--- src/rtl/chronos_pkg.sv ---
// Shared definitions for the Chronos RV32I pipeline control path.
package chronos_pkg;

  localparam int unsigned CTRL_STATE_W = 2;

  typedef enum logic [CTRL_STATE_W-1:0] {
    StRun     = 2'd0,
    StFlush   = 2'd1,
    StMemWait = 2'd2
  } ctrl_state_t;

endpackage

--- src/rtl/pipeline_ctrl_if.sv ---
// Hazard/handshake inputs and stall/flush controls exchanged with pipeline_ctrl.
interface pipeline_ctrl_if #(
  parameter int unsigned CNT_W = 32
);

  logic                                load_use_haz;
  logic                                branch_taken_ex;
  logic                                mem_req;
  logic                                mem_ready;
  logic                                if_ready;
  logic                                pc_write;
  logic                                ifid_write;
  logic                                ifid_flush;
  logic                                idex_write;
  logic                                idex_bubble;
  logic                                exmem_write;
  logic                                memwb_bubble;
  logic [chronos_pkg::CTRL_STATE_W-1:0] state;
  logic                                mem_fault;
  logic [CNT_W-1:0]                    stall_cycles;

  // Pipeline side: supplies hazards/handshakes, consumes the controls.
  modport master (
    output load_use_haz, branch_taken_ex, mem_req, mem_ready, if_ready,
    input  pc_write, ifid_write, ifid_flush, idex_write, idex_bubble, exmem_write,
           memwb_bubble, state, mem_fault, stall_cycles
  );

  modport slave (
    input  load_use_haz, branch_taken_ex, mem_req, mem_ready, if_ready,
    output pc_write, ifid_write, ifid_flush, idex_write, idex_bubble, exmem_write,
           memwb_bubble, state, mem_fault, stall_cycles
  );

endinterface

--- src/rtl/sat_counter.sv ---
// Up-counter that sticks at all-ones; asynchronous active-low clear.
module sat_counter #(
  parameter int unsigned Width = 32
) (
  input  logic             clk_i,
  input  logic             rst_ni,
  input  logic             en_i,
  output logic [Width-1:0] count_o
);

  logic [Width-1:0] count_q, count_d;

  always_comb begin
    count_d = count_q;
    if (en_i && (count_q != {Width{1'b1}})) begin
      count_d = count_q + Width'(1);
    end
  end

  always_ff @(posedge clk_i or negedge rst_ni) begin
    if (!rst_ni) begin
      count_q <= '0;
    end else begin
      count_q <= count_d;
    end
  end

  assign count_o = count_q;

endmodule

--- src/rtl/pipeline_ctrl.sv ---
// Stall/flush sequencer: drives pipeline-register enables and bubbles from hazards,
// branch redirects and memory handshakes; tracks memory-wait timeouts and stall cycles.
module pipeline_ctrl
  import chronos_pkg::*;
#(
  parameter int unsigned CNT_W       = 32,
  parameter int unsigned MEM_TIMEOUT = 255
) (
  input  logic            clk,
  input  logic            rst_n,
  pipeline_ctrl_if.slave  bus
);

  localparam int unsigned TmoW = (MEM_TIMEOUT > 0) ? $clog2(MEM_TIMEOUT + 1) : 1;

  ctrl_state_t     state_q, state_d;
  logic [TmoW-1:0] tmo_q, tmo_d;
  logic            fault_q, fault_d;

  logic mem_stall, tmo_hit, freeze;
  logic pc_write, ifid_write, ifid_flush, idex_write, idex_bubble, exmem_write, memwb_bubble;

  assign mem_stall = bus.mem_req & ~bus.mem_ready;
  assign tmo_hit   = (tmo_q == TmoW'(MEM_TIMEOUT));

  // MEM_WAIT holds until the access completes or the timeout forces release; in any
  // other state (including the illegal encoding) a mem stall freezes the pipe.
  assign freeze = (state_q == StMemWait) ? (mem_stall & ~tmo_hit) : mem_stall;

  always_ff @(posedge clk or negedge rst_n) begin
    if (!rst_n) begin
      state_q <= StRun;
      tmo_q   <= '0;
      fault_q <= 1'b0;
    end else begin
      state_q <= state_d;
      tmo_q   <= tmo_d;
      fault_q <= fault_d;
    end
  end

  always_comb begin
    state_d = StRun;
    tmo_d   = '0;
    fault_d = fault_q;
    case (state_q)
      StRun: begin
        if (mem_stall) begin
          state_d = StMemWait;
        end else if (bus.branch_taken_ex) begin
          state_d = StFlush;
        end
      end
      StFlush: begin
        if (mem_stall) begin
          state_d = StFlush;
        end
      end
      StMemWait: begin
        if (freeze) begin
          state_d = StMemWait;
          tmo_d   = tmo_q + TmoW'(1);
        end else begin
          if (mem_stall) begin
            fault_d = 1'b1;
          end
          if (bus.branch_taken_ex) begin
            state_d = StFlush;
          end
        end
      end
      default: state_d = StRun;
    endcase
  end

  always_comb begin
    pc_write     = 1'b1;
    ifid_write   = 1'b1;
    ifid_flush   = 1'b0;
    idex_write   = 1'b1;
    idex_bubble  = 1'b0;
    exmem_write  = 1'b1;
    memwb_bubble = 1'b0;
    if (!rst_n) begin
      pc_write     = 1'b0;
      ifid_write   = 1'b0;
      ifid_flush   = 1'b1;
      idex_write   = 1'b0;
      idex_bubble  = 1'b1;
      exmem_write  = 1'b0;
      memwb_bubble = 1'b1;
    end else if (freeze) begin
      pc_write     = 1'b0;
      ifid_write   = 1'b0;
      idex_write   = 1'b0;
      exmem_write  = 1'b0;
      memwb_bubble = 1'b1;
    end else if (state_q == StFlush) begin
      // IF/ID holds the wrong-path fetch, so any load-use request is moot here.
      ifid_flush = 1'b1;
      pc_write   = bus.if_ready;
    end else if (bus.branch_taken_ex) begin
      ifid_flush  = 1'b1;
      idex_bubble = 1'b1;
    end else if (bus.load_use_haz) begin
      pc_write    = 1'b0;
      ifid_write  = 1'b0;
      idex_bubble = 1'b1;
    end else if (!bus.if_ready) begin
      pc_write   = 1'b0;
      ifid_flush = 1'b1;
    end
  end

  assign bus.pc_write     = pc_write;
  assign bus.ifid_write   = ifid_write;
  assign bus.ifid_flush   = ifid_flush;
  assign bus.idex_write   = idex_write;
  assign bus.idex_bubble  = idex_bubble;
  assign bus.exmem_write  = exmem_write;
  assign bus.memwb_bubble = memwb_bubble;
  assign bus.state        = state_q;
  assign bus.mem_fault    = fault_q;

  // Reset holds the counter clear, so cycles under reset never count.
  sat_counter #(
    .Width (CNT_W)
  ) u_stall_cnt (
    .clk_i   (clk),
    .rst_ni  (rst_n),
    .en_i    (~pc_write),
    .count_o (bus.stall_cycles)
  );

endmodule

--- src/flat_wrapper.sv ---
// flat-port wrapper written by rule: the top's interface ports become plain ports
module pipeline_ctrl_flat import chronos_pkg::*;
#(
  parameter int unsigned CNT_W       = 32,
  parameter int unsigned MEM_TIMEOUT = 255
)
  (clk, rst_n, bus_load_use_haz, bus_branch_taken_ex, bus_mem_req, bus_mem_ready, bus_if_ready, bus_pc_write, bus_ifid_write, bus_ifid_flush, bus_idex_write, bus_idex_bubble, bus_exmem_write, bus_memwb_bubble, bus_state, bus_mem_fault, bus_stall_cycles);
  pipeline_ctrl_if #(.CNT_W(CNT_W)) bus_i ();
  input  logic clk;
  input  logic rst_n;
  input wire logic [$bits(bus_i.load_use_haz)-1:0] bus_load_use_haz;
  input wire logic [$bits(bus_i.branch_taken_ex)-1:0] bus_branch_taken_ex;
  input wire logic [$bits(bus_i.mem_req)-1:0] bus_mem_req;
  input wire logic [$bits(bus_i.mem_ready)-1:0] bus_mem_ready;
  input wire logic [$bits(bus_i.if_ready)-1:0] bus_if_ready;
  output wire logic [$bits(bus_i.pc_write)-1:0] bus_pc_write;
  output wire logic [$bits(bus_i.ifid_write)-1:0] bus_ifid_write;
  output wire logic [$bits(bus_i.ifid_flush)-1:0] bus_ifid_flush;
  output wire logic [$bits(bus_i.idex_write)-1:0] bus_idex_write;
  output wire logic [$bits(bus_i.idex_bubble)-1:0] bus_idex_bubble;
  output wire logic [$bits(bus_i.exmem_write)-1:0] bus_exmem_write;
  output wire logic [$bits(bus_i.memwb_bubble)-1:0] bus_memwb_bubble;
  output wire logic [$bits(bus_i.state)-1:0] bus_state;
  output wire logic [$bits(bus_i.mem_fault)-1:0] bus_mem_fault;
  output wire logic [$bits(bus_i.stall_cycles)-1:0] bus_stall_cycles;
  assign bus_i.load_use_haz = bus_load_use_haz;
  assign bus_i.branch_taken_ex = bus_branch_taken_ex;
  assign bus_i.mem_req = bus_mem_req;
  assign bus_i.mem_ready = bus_mem_ready;
  assign bus_i.if_ready = bus_if_ready;
  assign bus_pc_write = bus_i.pc_write;
  assign bus_ifid_write = bus_i.ifid_write;
  assign bus_ifid_flush = bus_i.ifid_flush;
  assign bus_idex_write = bus_i.idex_write;
  assign bus_idex_bubble = bus_i.idex_bubble;
  assign bus_exmem_write = bus_i.exmem_write;
  assign bus_memwb_bubble = bus_i.memwb_bubble;
  assign bus_state = bus_i.state;
  assign bus_mem_fault = bus_i.mem_fault;
  assign bus_stall_cycles = bus_i.stall_cycles;
  pipeline_ctrl #(.CNT_W(CNT_W), .MEM_TIMEOUT(MEM_TIMEOUT)) u_core (.clk(clk), .rst_n(rst_n), .bus(bus_i));
endmodule
--- config.mk ---
export PLATFORM = sky130hd
export DESIGN_NAME = pipeline_ctrl_flat
export DESIGN_NICKNAME = d
export VERILOG_FILES = /design/src/rtl/chronos_pkg.sv /design/src/rtl/pipeline_ctrl_if.sv /design/src/rtl/sat_counter.sv /design/src/rtl/pipeline_ctrl.sv /design/src/flat_wrapper.sv
export SDC_FILE = /design/constraint.sdc
export NUM_CORES = 1
export LEC_CHECK = 0
export BUFFER_PORTS_ARGS = -buffer_cell sky130_fd_sc_hd__buf_2
export CELL_PAD_IN_SITES_DETAIL_PLACEMENT = 0
export CELL_PAD_IN_SITES_GLOBAL_PLACEMENT = 1
export CORE_MARGIN = 1.5
export CORE_UTILIZATION = 25
export DETAILED_ROUTE_END_ITERATION = 16
export PLACE_DENSITY = 0.59
export SETUP_SLACK_MARGIN = 0.1
export SYNTH_ARGS = -nofsm -noshare
export SYNTH_HDL_FRONTEND = slang
export SYNTH_SLANG_ARGS = --single-unit
--- constraint.sdc ---
create_clock -name clk -period 5.7 [get_ports clk]
set_input_delay 0.855 -clock clk [delete_from_list [all_inputs] [get_ports clk]]
set_output_delay 0.855 -clock clk [all_outputs]
set_load 0.03 [all_outputs]
==> results of run 1 <==
## logic make-up after synthesis
kind of cell | after synthesis | synth area share, %
buffers and inverters | 10 | 1.972
flip-flops | 43 | 48.45
XOR/XNOR | 37 | 14.59
AO/OA/AOI/OAI | 10 | 2.874
multiplexers | 1 | 0.5070
AND/OR/NAND/NOR | 111 | 30.48
adder cells (fa/ha/maj) | 2 | 1.127
## per-layer routing
layer	up-vias	GRT usage, %	share of wire [%]
met1	893	16.45	50
met4	0	3.846	1.4
li1	880	-	-
met2	48	17.37	44
met3	5	3.022	5.1
met5	-	0	0
## sequential cells by signal (all words and copies together), names as in the netlist
signal / flops
u_core.bus.state: 2
u_core.bus.mem_fault: 1
u_core.u_stall_cnt.count_o: 32
u_core.tmo_q: 8
## how the worst min path moves through the flow
stage / cells after the start / end / startpoint / slack [ns]
after detailed placement: 1 / u_core.bus.mem_fault$_DFFE_PN0P_ / u_core.bus.mem_fault$_DFFE_PN0P_ / 0.47
after floorplan: 1 / u_core.tmo_q[0]$_DFF_PN0_ / u_core.tmo_q[0]$_DFF_PN0_ / 0.45
after global placement: 1 / u_core.bus.mem_fault$_DFFE_PN0P_ / u_core.bus.mem_fault$_DFFE_PN0P_ / 0.48
final: 1 / u_core.bus.mem_fault$_DFFE_PN0P_ / u_core.bus.mem_fault$_DFFE_PN0P_ / 0.49
after global routing: 1 / u_core.bus.mem_fault$_DFFE_PN0P_ / u_core.bus.mem_fault$_DFFE_PN0P_ / 0.50
after CTS: 1 / u_core.bus.mem_fault$_DFFE_PN0P_ / u_core.bus.mem_fault$_DFFE_PN0P_ / 0.49
## stage by stage
step	hold WS (ns)	total power, µW	utilization (%)	setup WS (ns)
after CTS	0.4928	1023	31.60	2.315
after global placement	0.4760	736.2	30.08	2.323
after floorplan	0.4473	627.6	-	2.724
after detailed placement	0.4711	736.6	30.08	2.306
final	0.4872	1008	31.60	2.385
after global routing	0.5025	1067	31.60	2.163
## cell type report
| class | count | area, µm² | share of cell area, % |
|---|---|---|---|
| Tap cell | 108 | 135.1 | 4.927 |
| Multi-Input combinational cell | 161 | 1114 | 40.60 |
| Timing Repair Buffer | 52 | 270.3 | 9.854 |
| Clock inverter | 2 | 60.06 | 2.190 |
| Inverter | 4 | 15.01 | 0.5474 |
| Sequential cell | 43 | 1076 | 39.23 |
| Clock buffer | 6 | 72.57 | 2.646 |
## cells in the mapped netlist
cell / instances / area share, %
ha_1: 2 / 1.1
dfrtp_1: 43 / 48
and3_1: 5 / 1.4
nand3b_1: 1 / 0.34
o21bai_1: 1 / 0.34
nand2b_1: 5 / 1.4
buf_4: 1 / 0.34
o32ai_1: 1 / 0.39
nand2_1: 15 / 2.5
o21ai_0: 4 / 0.90
nand3_2: 1 / 0.45
or3b_1: 2 / 0.79
or3_1: 1 / 0.28
nand3_1: 15 / 3.4
and2_1: 2 / 0.56
xor2_1: 33 / 13
xnor2_1: 4 / 1.6
nor4_4: 1 / 0.96
nor4_2: 1 / 0.56
and4_1: 3 / 1.2
a211oi_1: 1 / 0.34
nor3_1: 14 / 3.2
nor2_1: 11 / 1.9
nor2b_1: 2 / 0.56
inv_1: 4 / 0.68
or4_4: 2 / 1.0
mux2_1: 1 / 0.51
a31oi_1: 2 / 0.56
clkbuf_1: 3 / 0.51
nor3b_1: 2 / 0.68
and4b_1: 1 / 0.45
nor4_1: 11 / 3.1
o211ai_1: 1 / 0.34
nand4_1: 10 / 2.8
or4_1: 1 / 0.34
buf_2: 2 / 0.45
nor4b_1: 4 / 1.6
nor4b_4: 1 / 1.1
## critical path, stage by stage
cell and delay [ns]:
buf_2 0.07, buf_4 0.48, inv_1 0.16, a211oi_4 0.23, buf_4 0.36, buf_2 0.27
## power groups by stage
stage | clock, µW | combinational, µW | sequential, µW
final | 280 | 296 | 432
after global placement | 0 | 296 | 440
after CTS | 289 | 301 | 433
after floorplan | 0 | 109 | 519
after global routing | 303 | 321 | 443
after detailed placement | 0 | 299 | 438
==> flow_summary_export.csv, run 1 <==
group,metric,value,unit
run_status,status,"complete, no violations",
floorplanning,io-pin-count,49,
floorplanning,row_count,34,
synthesis,syn_area_per_cell,10.38,µm²
sta,finalHoldViolCount,0,
sta,finClkSkew,0.007410,ns
pwr,ir_drop,0.0001734,V
setup_path,path_class,"in -> out",
global_route,antenna_found_initial,0,
cts,clock-sinks,43,
pwr,p_sw_share,38.17,%
setup_path,r2r_slack,3.14,ns
sta,slew_headroom,45.50,%
sta,fin_crit_sh,58.16,%
pwr,total_switching_power,384.8,µW
pwr,intPower,623.5,µW
synthesis,yosysUniqueCellTypes,38,
setup_path,rr_endpoint,"u_core.u_stall_cnt.count_o[1]$_DFFE_PN0P_",
placed_design,hpwl,3751,µm
sta,setup_viol,0,
cells_and_area,area_delta_synth_final,23.49,%
synthesis,synthCells,214,
floorplanning,die_h,97.25,µm
placed_design,io_buffers,48,
setup_path,crit_required,4.85,ns
sta,fmax,301.6,MHz
global_route,grt_pass1_wl,9066,µm
setup_path,critical_path.startpoint,"rst_n",
sta,fin_tns_setup,0,ns
cts,cts_max_level,2,
cts,cts.reportedPaths.clkPinSlew,0.09,ns
setup_path,startpoint_type,"primary input",
sta,min_period,3.315,ns
placed_design,place_inst,368,
setup_path,cp.arrival,2.46,ns
setup_path,end_kind,"primary output",
route,via_per_inst,4.856,
synthesis,syn_nets,223,
route,ant_nets,0,
route,avgRoutedWirePerCell,14.21,µm
cts,cts_tree,"done",
global_route,grt_max_degree,48,
global_route,track_usage,11.66,%
floorplanning,core_area,8678,µm²
synthesis,ys_ff_latch,43,
sta,rsz0062_at_grt,"no",
floorplanning,initial_core_util,25.59,%
pwr,p_per_area,367.6,nW/µm²
global_route,overflow,0,
sta,maxSlewViolCount,0,
synthesis,yosysWarnings,0,
synthesis,syn_area,2221,µm²
cells_and_area,n_fill_cell,935,
pwr,clockPowerShare,27.8,%
route,num_vias,1826,
route,dr.pass1.iters,4,
cts,clk_latency,0.29,ns
cts,cts-hold-fix-buffers,0,
cells_and_area,design_area,2743,µm²
cts,numCtsBuffers,5,
cts,cts-resized-gates,0,
pwr,p_leak,0.001158,µW
floorplanning,die_w,97.25,µm
cells_and_area,diodes,0,
route,drtIter0Drc,73,
cells_and_area,finalNonFillerCells,376,
global_route,grt_pass1_vias,1810,
cts,postCtsSetupBuffers,0,
route,wirelength,5343,µm
setup_path,crit_end,"bus_pc_write",
placed_design,postPlaceCellArea,2610,µm²
route,drc_errors,0,
cells_and_area,final_common_cell,"buf_2",
cts,cts.root.buffer_cell,"clkbuf_8",
floorplanning,die_area,9458,µm²
cells_and_area,fin_nets,276,
cells_and_area,final_cell_mix,"buf_2, dfrtp_1, xor2_1",
placed_design,routabilityCongestion,0.7550,
pwr,seqPwrFrac,42.8,%
setup_path,r2r_start,"u_core.u_stall_cnt.count_o[0]$_DFFE_PN0P_",
worst_hold_path,holdCritPathClass,"reg -> reg",
synthesis,ys_seq_area_share,48.45,%
pwr,pwr-share-comb,29.3,%
setup_path,rr_worst_depth,7,
sta,tightest_slew,0.8100,ns
setup_path,cp_max_fo,47,
run,drv_cap,0,
cts,clk_path_buf_depth,2,
cells_and_area,drive_gt1_share,24.63,%
No activity file was read; power rests on OpenSTA's default activity.
==> run 2, diff against run 1 <==
--- a/config.mk
+++ b/config.mk
@@ -11,7 +11,7 @@
 export CORE_MARGIN = 1.5
 export CORE_UTILIZATION = 25
 export DETAILED_ROUTE_END_ITERATION = 16
-export PLACE_DENSITY = 0.59
+export PLACE_DENSITY = 0.61
 export SETUP_SLACK_MARGIN = 0.1
 export SYNTH_ARGS = -nofsm -noshare
 export SYNTH_HDL_FRONTEND = slang
==> constraint.sdc (replaced) <==
create_clock -name clk -period 2.85 [get_ports clk]
set_input_delay 0.4275 -clock clk [delete_from_list [all_inputs] [get_ports clk]]
set_output_delay 0.4275 -clock clk [all_outputs]
set_load 0.03 [all_outputs]
==> run 2 against run 1 <==
Net effect: sequential power increased by 100%; clock power increased by 79%; setup slack got worse by 2.0 ns; routed wire length increased by 3.9%; critical path type is now reg -> out; critical endpoint unchanged; largest power group unchanged.
==> flow_summary_export.csv, run 2 (same netlist as run 1, synthesis figures left out) <==
group,metric,value,unit
run_status,status,"complete, no violations",
run,drv_cap,0,
worst_hold_path,worstHoldPathCells,3,
floorplanning,die_h,97.25,µm
floorplanning,die_w,97.25,µm
cells_and_area,fin_nets,278,
route,ant_nets,0,
cts,clk_path_buf_depth,2,
cts,cts.root.buffer_cell,"clkbuf_8",
worst_hold_path,holdCritPathClass,"in -> reg",
route,num_vias,1815,
route,dr.pass1.iters,4,
cts,cts_tree,"done",
floorplanning,core_area,8678,µm²
setup_path,end_kind,"primary output",
floorplanning,row_count,34,
setup_path,cp.arrival,2.05,ns
placed_design,postPlaceCellArea,2643,µm²
sta,min_period,2.475,ns
sta,tightest_slew,0.6459,ns
route,wirelength,5549,µm
sta,rsz0062_at_grt,"no",
pwr,intPower,1184,µW
sta,fin_crit_sh,86.84,%
pwr,total_switching_power,783.2,µW
sta,slew_headroom,56.54,%
sta,finClkSkew,0.01106,ns
pwr,p_sw_share,39.82,%
pwr,p_leak,0.001170,µW
pwr,p_per_area,710.1,nW/µm²
global_route,track_usage,12.34,%
cts,numCtsBuffers,5,
sta,maxSlewViolCount,0,
cells_and_area,final_util,31.92,%
cts,clk_latency,0.30,ns
setup_path,crit_required,2.42,ns
cts,cts-resized-gates,0,
sta,fmax,404.1,MHz
global_route,grt_pass1_vias,1810,
setup_path,startpoint_type,"flop",
setup_path,rr_worst_depth,7,
setup_path,cp_max_fo,32,
cts,cts.reportedPaths.clkPinSlew,0.08,ns
placed_design,io_buffers,48,
cells_and_area,diodes,0,
sta,setup_viol,0,
route,avgRoutedWirePerCell,14.68,µm
pwr,p_total,1967,µW
route,drtIter0Drc,81,
pwr,seqPwrFrac,43.9,%
sta,fin_tns_setup,0,ns
global_route,grt_max_degree,41,
global_route,overflow,0,
cts,clock-sinks,43,
cells_and_area,largest_register_ffs,32,
setup_path,path_class,"reg -> out",
sta,worst_slack,0.3751,ns
pwr,ir_drop,0.0002591,V
cells_and_area,design_area,2770,µm²
placed_design,hpwl,3920,µm
placed_design,dp_slack,0.4352,ns
cells_and_area,drive_gt1_share,25.19,%
global_route,antenna_found_initial,0,
cells_and_area,area_delta_synth_final,24.73,%
route,via_per_inst,4.802,
cells_and_area,final_common_cell,"buf_2",
cts,cts_max_level,2,
pwr,pwr-share-comb,30.6,%
route,drc_errors,0,
pwr,clockPowerShare,25.5,%
placed_design,routabilityCongestion,0.7590,
cells_and_area,n_fill_cell,947,
floorplanning,die_area,9458,µm²
global_route,grt_pass1_wl,9425,µm
cells_and_area,final_cell_mix,"buf_2, dfrtp_1, xor2_1",
sta,finalHoldViolCount,0,
floorplanning,io-pin-count,49,
floorplanning,initial_core_util,25.59,%
==> run 2: cell types whose count changed in the layout (fill, tap and decap cells not counted) <==
cell and change:
buf_12 +2, buf_4 -1, bufinv_16 -1, clkbuf_1 -1, clkbuf_8 +1, clkinv_2 +1
dlygate4sd3_1 +1
==> run 2: power by group through the flow <==
stage               Clock (µW)  Combinational, µW  Sequential, µW
detailed placement           0                610             875
global placement             0                609             872
finish                     502                603             863
CTS                        521                614             866
floorplan                    0                218            1040
global route               544                656             887
==> run 2: stage by stage <==
step | instances | hold WS, ns
CTS | 378 | 0.4249
finish | 378 | 0.4347
global placement | 369 | 0.2844
detailed placement | 369 | 0.2869
floorplan | 214 | 0.1319
global route | 378 | 0.4497
==> run 2: layout make-up <==
cell class	count	area, µm²	area share, %
timing repair buffer	54	312.8	11.29
clock inverter	2	35.03	1.265
inverter	4	15.01	0.5420
clock buffer	6	82.58	2.981
sequential	43	1076	38.84
multi-input combinational	161	1114	40.20
tap	108	135.1	4.878
==> run 2: path summary, 6_finish.rpt <==
path                                                      startpoint                                         to  slack (ns)
min in group asynchronous                                      rst_n           u_core.bus.mem_fault$_DFFE_PN0P_        0.50
max                                        u_core.tmo_q[0]$_DFF_PN0_                               bus_pc_write        0.38
min                                              bus_branch_taken_ex              u_core.bus.state[0]$_DFF_PN0_        0.43
min reg2reg                         u_core.bus.mem_fault$_DFFE_PN0P_           u_core.bus.mem_fault$_DFFE_PN0P_        0.48
max reg2reg                u_core.u_stall_cnt.count_o[0]$_DFFE_PN0P_  u_core.u_stall_cnt.count_o[8]$_DFFE_PN0P_        0.42
max in group asynchronous                                      rst_n  u_core.u_stall_cnt.count_o[9]$_DFFE_PN0P_        1.58
==> run 2: per-layer routing <==
metal / routed length [µm] / vias up / global-route usage (%)
met1: 2799 / 885 / 17.81
li1: - / 878 / -
met5: 0 / - / 0
met3: 256 / 4 / 2.878
met2: 2434 / 48 / 18.29
met4: 58 / 0 / 3.846
==> run 2: repair_timing <==
item,CTS,global route
hold endpoints to repair,3,0
hold buffers,1,0
setup buffers,0,0
==> run 2: worst max-delay path, stage by stage (launching register included) <==
cell	delay, ns
dfrtp_1	0.41
ha_1	0.24
and2_1	0.19
a31oi_1	0.09
buf_4	0.17
a211oi_4	0.19
buf_12	0.23
buf_2	0.23
==> run 3, diff against run 2 <==
--- a/config.mk
+++ b/config.mk
@@ -9,9 +9,9 @@
 export CELL_PAD_IN_SITES_DETAIL_PLACEMENT = 0
 export CELL_PAD_IN_SITES_GLOBAL_PLACEMENT = 1
 export CORE_MARGIN = 1.5
-export CORE_UTILIZATION = 25
+export CORE_UTILIZATION = 37
 export DETAILED_ROUTE_END_ITERATION = 16
-export PLACE_DENSITY = 0.61
+export PLACE_DENSITY = 0.82
 export SETUP_SLACK_MARGIN = 0.1
 export SYNTH_ARGS = -nofsm -noshare
 export SYNTH_HDL_FRONTEND = slang
==> run 3 against run 2 <==
Net effect: global-route usage increased by 4.6 points; cell count decreased by 8.7%; critical endpoint unchanged; total power decreased by 0.38%; first-iteration DRC count decreased by 4.9%; core utilization increased by 14 points; critical path type unchanged; register-to-register slack improved by 0.04 ns; highest routed layer unchanged.
==> flow_summary_export.csv, run 3 (same netlist as run 1, synthesis figures left out) <==
group,metric,value,unit
placed_design,postPlaceCellArea,2576,µm²
floorplanning,io-pin-count,49,
route,avgRoutedWirePerCell,14.73,µm
sta,finClkSkew,0.009777,ns
cts,cts.root.buffer_cell,"clkbuf_8",
sta,slew_headroom,55.45,%
cells_and_area,design_area,2704,µm²
setup_path,crit_end,"bus_pc_write",
sta,finalHoldViolCount,0,
global_route,antenna_found_initial,0,
setup_path,end_kind,"primary output",
route,drtIter0Drc,77,
setup_path,crit_chain,"ha_1, and2_1, a31oi_1, a211oi_4, buf_4, buf_2",
cells_and_area,drive_gt1_share,25.19,%
setup_path,crit_cells,6,
cts,cts_tree,"done",
cells_and_area,final_common_cell,"buf_2",
setup_path,startpoint_type,"flop",
placed_design,io_buffers,48,
floorplanning,initial_core_util,37.96,%
route,drc_errors,0,
route,via_per_inst,5.354,
setup_path,slowest_stage,"a31oi_1",
global_route,grt_pass1_wl,8307,µm
setup_path,cpLargestDelayFamily,"compound AO/OA/AOI/OAI gates",
setup_path,cp.arrival,2.15,ns
cts,cts_max_level,2,
setup_path,crit_required,2.42,ns
setup_path,r2r_start,"u_core.u_stall_cnt.count_o[0]$_DFFE_PN0P_",
sta,rsz0062_at_grt,"no",
pwr,ir_drop,0.0004096,V
sta,maxSlewViolCount,0,
cts,clk_path_buf_depth,2,
placed_design,routabilityCongestion,0.7944,
cells_and_area,fin_nets,278,
sta,fmax,387.3,MHz
floorplanning,die_area,6476,µm²
run_status,status,"complete, no violations",
floorplanning,row_count,28,
cts,cts.reportedPaths.clkPinSlew,0.08,ns
route,wirelength,5083,µm
cts,clock-sinks,43,
run,drv_cap,0,
floorplanning,die_h,80.48,µm
setup_path,rr_worst_depth,7,
sta,fin_tns_setup,0,ns
floorplanning,core_area,5851,µm²
global_route,overflow,0,
setup_path,cp_max_fo,18,
setup_path,cp.buffers_inverters,2,
cells_and_area,area_delta_synth_final,21.75,%
cells_and_area,largest_register_ffs,32,
setup_path,cpPeakStageDelay,0.50,ns
cells_and_area,diodes,0,
worst_hold_path,holdCritPathClass,"in -> reg",
cells_and_area,final_cell_mix,"buf_2, dfrtp_1, xor2_1",
route,num_vias,1847,
setup_path,rr_endpoint,"u_core.u_stall_cnt.count_o[17]$_DFFE_PN0P_",
setup_path,r2r_slack,0.46,ns
global_route,grt_pass1_vias,1716,
sta,min_period,2.582,ns
floorplanning,die_w,80.48,µm
cts,numCtsBuffers,5,
placed_design,hpwl,3673,µm
pwr,p_leak,0.001164,µW
sta,fin_crit_sh,90.59,%
global_route,track_usage,16.91,%
sta,setup_viol,0,
pwr,p_per_area,724.8,nW/µm²
setup_path,path_class,"reg -> out",
route,ant_nets,0,
cts,clk_latency,0.31,ns
setup_path,critical_path.startpoint,"u_core.tmo_q[0]$_DFF_PN0_",
global_route,grt_max_degree,42,
route,dr.pass1.iters,4,
sta,tightest_slew,0.6622,ns
==> run 3: cell counts in the layout (fill, tap and decap cells not counted) <==
No cell type changed its count.
==> run 3: area by class of cell <==
cell class	instances	area, µm²
fill	569	3147
sequential	43	1076
clock inverter	2	35.03
multi-input combinational	161	1114
clock buffer	6	82.58
tap	75	93.84
inverter	4	15.01
timing repair buffer	54	287.8
==> run 3: worst min-delay path by stage <==
stage / start / endpoint / slack (ns) / depth (start not counted)
2_1_floorplan: rst_n / u_core.bus.mem_fault$_DFFE_PN0P_ / 0.13 / 0
3_3_place_gp: rst_n / u_core.bus.state[1]$_DFF_PN0_ / 0.27 / 1
3_5_place_dp: rst_n / u_core.bus.state[1]$_DFF_PN0_ / 0.27 / 1
4_1_cts: bus_branch_taken_ex / u_core.bus.state[0]$_DFF_PN0_ / 0.44 / 3
5_1_grt: bus_branch_taken_ex / u_core.bus.state[0]$_DFF_PN0_ / 0.45 / 3
6_report: bus_mem_req / u_core.bus.mem_fault$_DFFE_PN0P_ / 0.45 / 3
==> run 3: routing by layer <==
layer,track usage (%),wire length (µm)
met1,23.21,2375
met2,24.71,2302
met3,4.318,312
met4,7.931,93
met5,0,0
==> run 3: through the flow <==
step,power (µW),util (%),instances,hold slack [ns],setup WS [ns]
after floorplan,1255,-,214,0.1319,0.4249
after global placement,1459,44.03,336,0.2698,0.5388
after detailed placement,1471,44.03,336,0.2664,0.4807
after CTS,1978,46.21,345,0.4388,0.2759
after global routing,2070,46.21,345,0.4531,0.1062
final,1960,46.21,345,0.4459,0.2682
==> run 3: where the power goes <==
group | internal [µW] | leakage [µW] | switching [µW]
sequential | 709 | 0.000499 | 154
combinational | 189 | 0.000603 | 403
clock | 284 | 0.0000612 | 220
total | 1180 | 0.00116 | 778
==> run 3: worst reg2reg max path, delay by kind of cell (launching register included) <==
kind	cells	cell delay [ns]
simple gates	4	1.19
flops	1	0.43
buf+inv	1	0.31
fa+ha+maj	1	0.19
xor+xnor	1	0.16
==> run 3: timing repair <==
action | 4_1_cts | 5_1_grt
gates resized for setup | 0 | 0
hold endpoints to repair | 2 | 0
hold buffers | 1 | 0
buffers inserted | 0 | 0
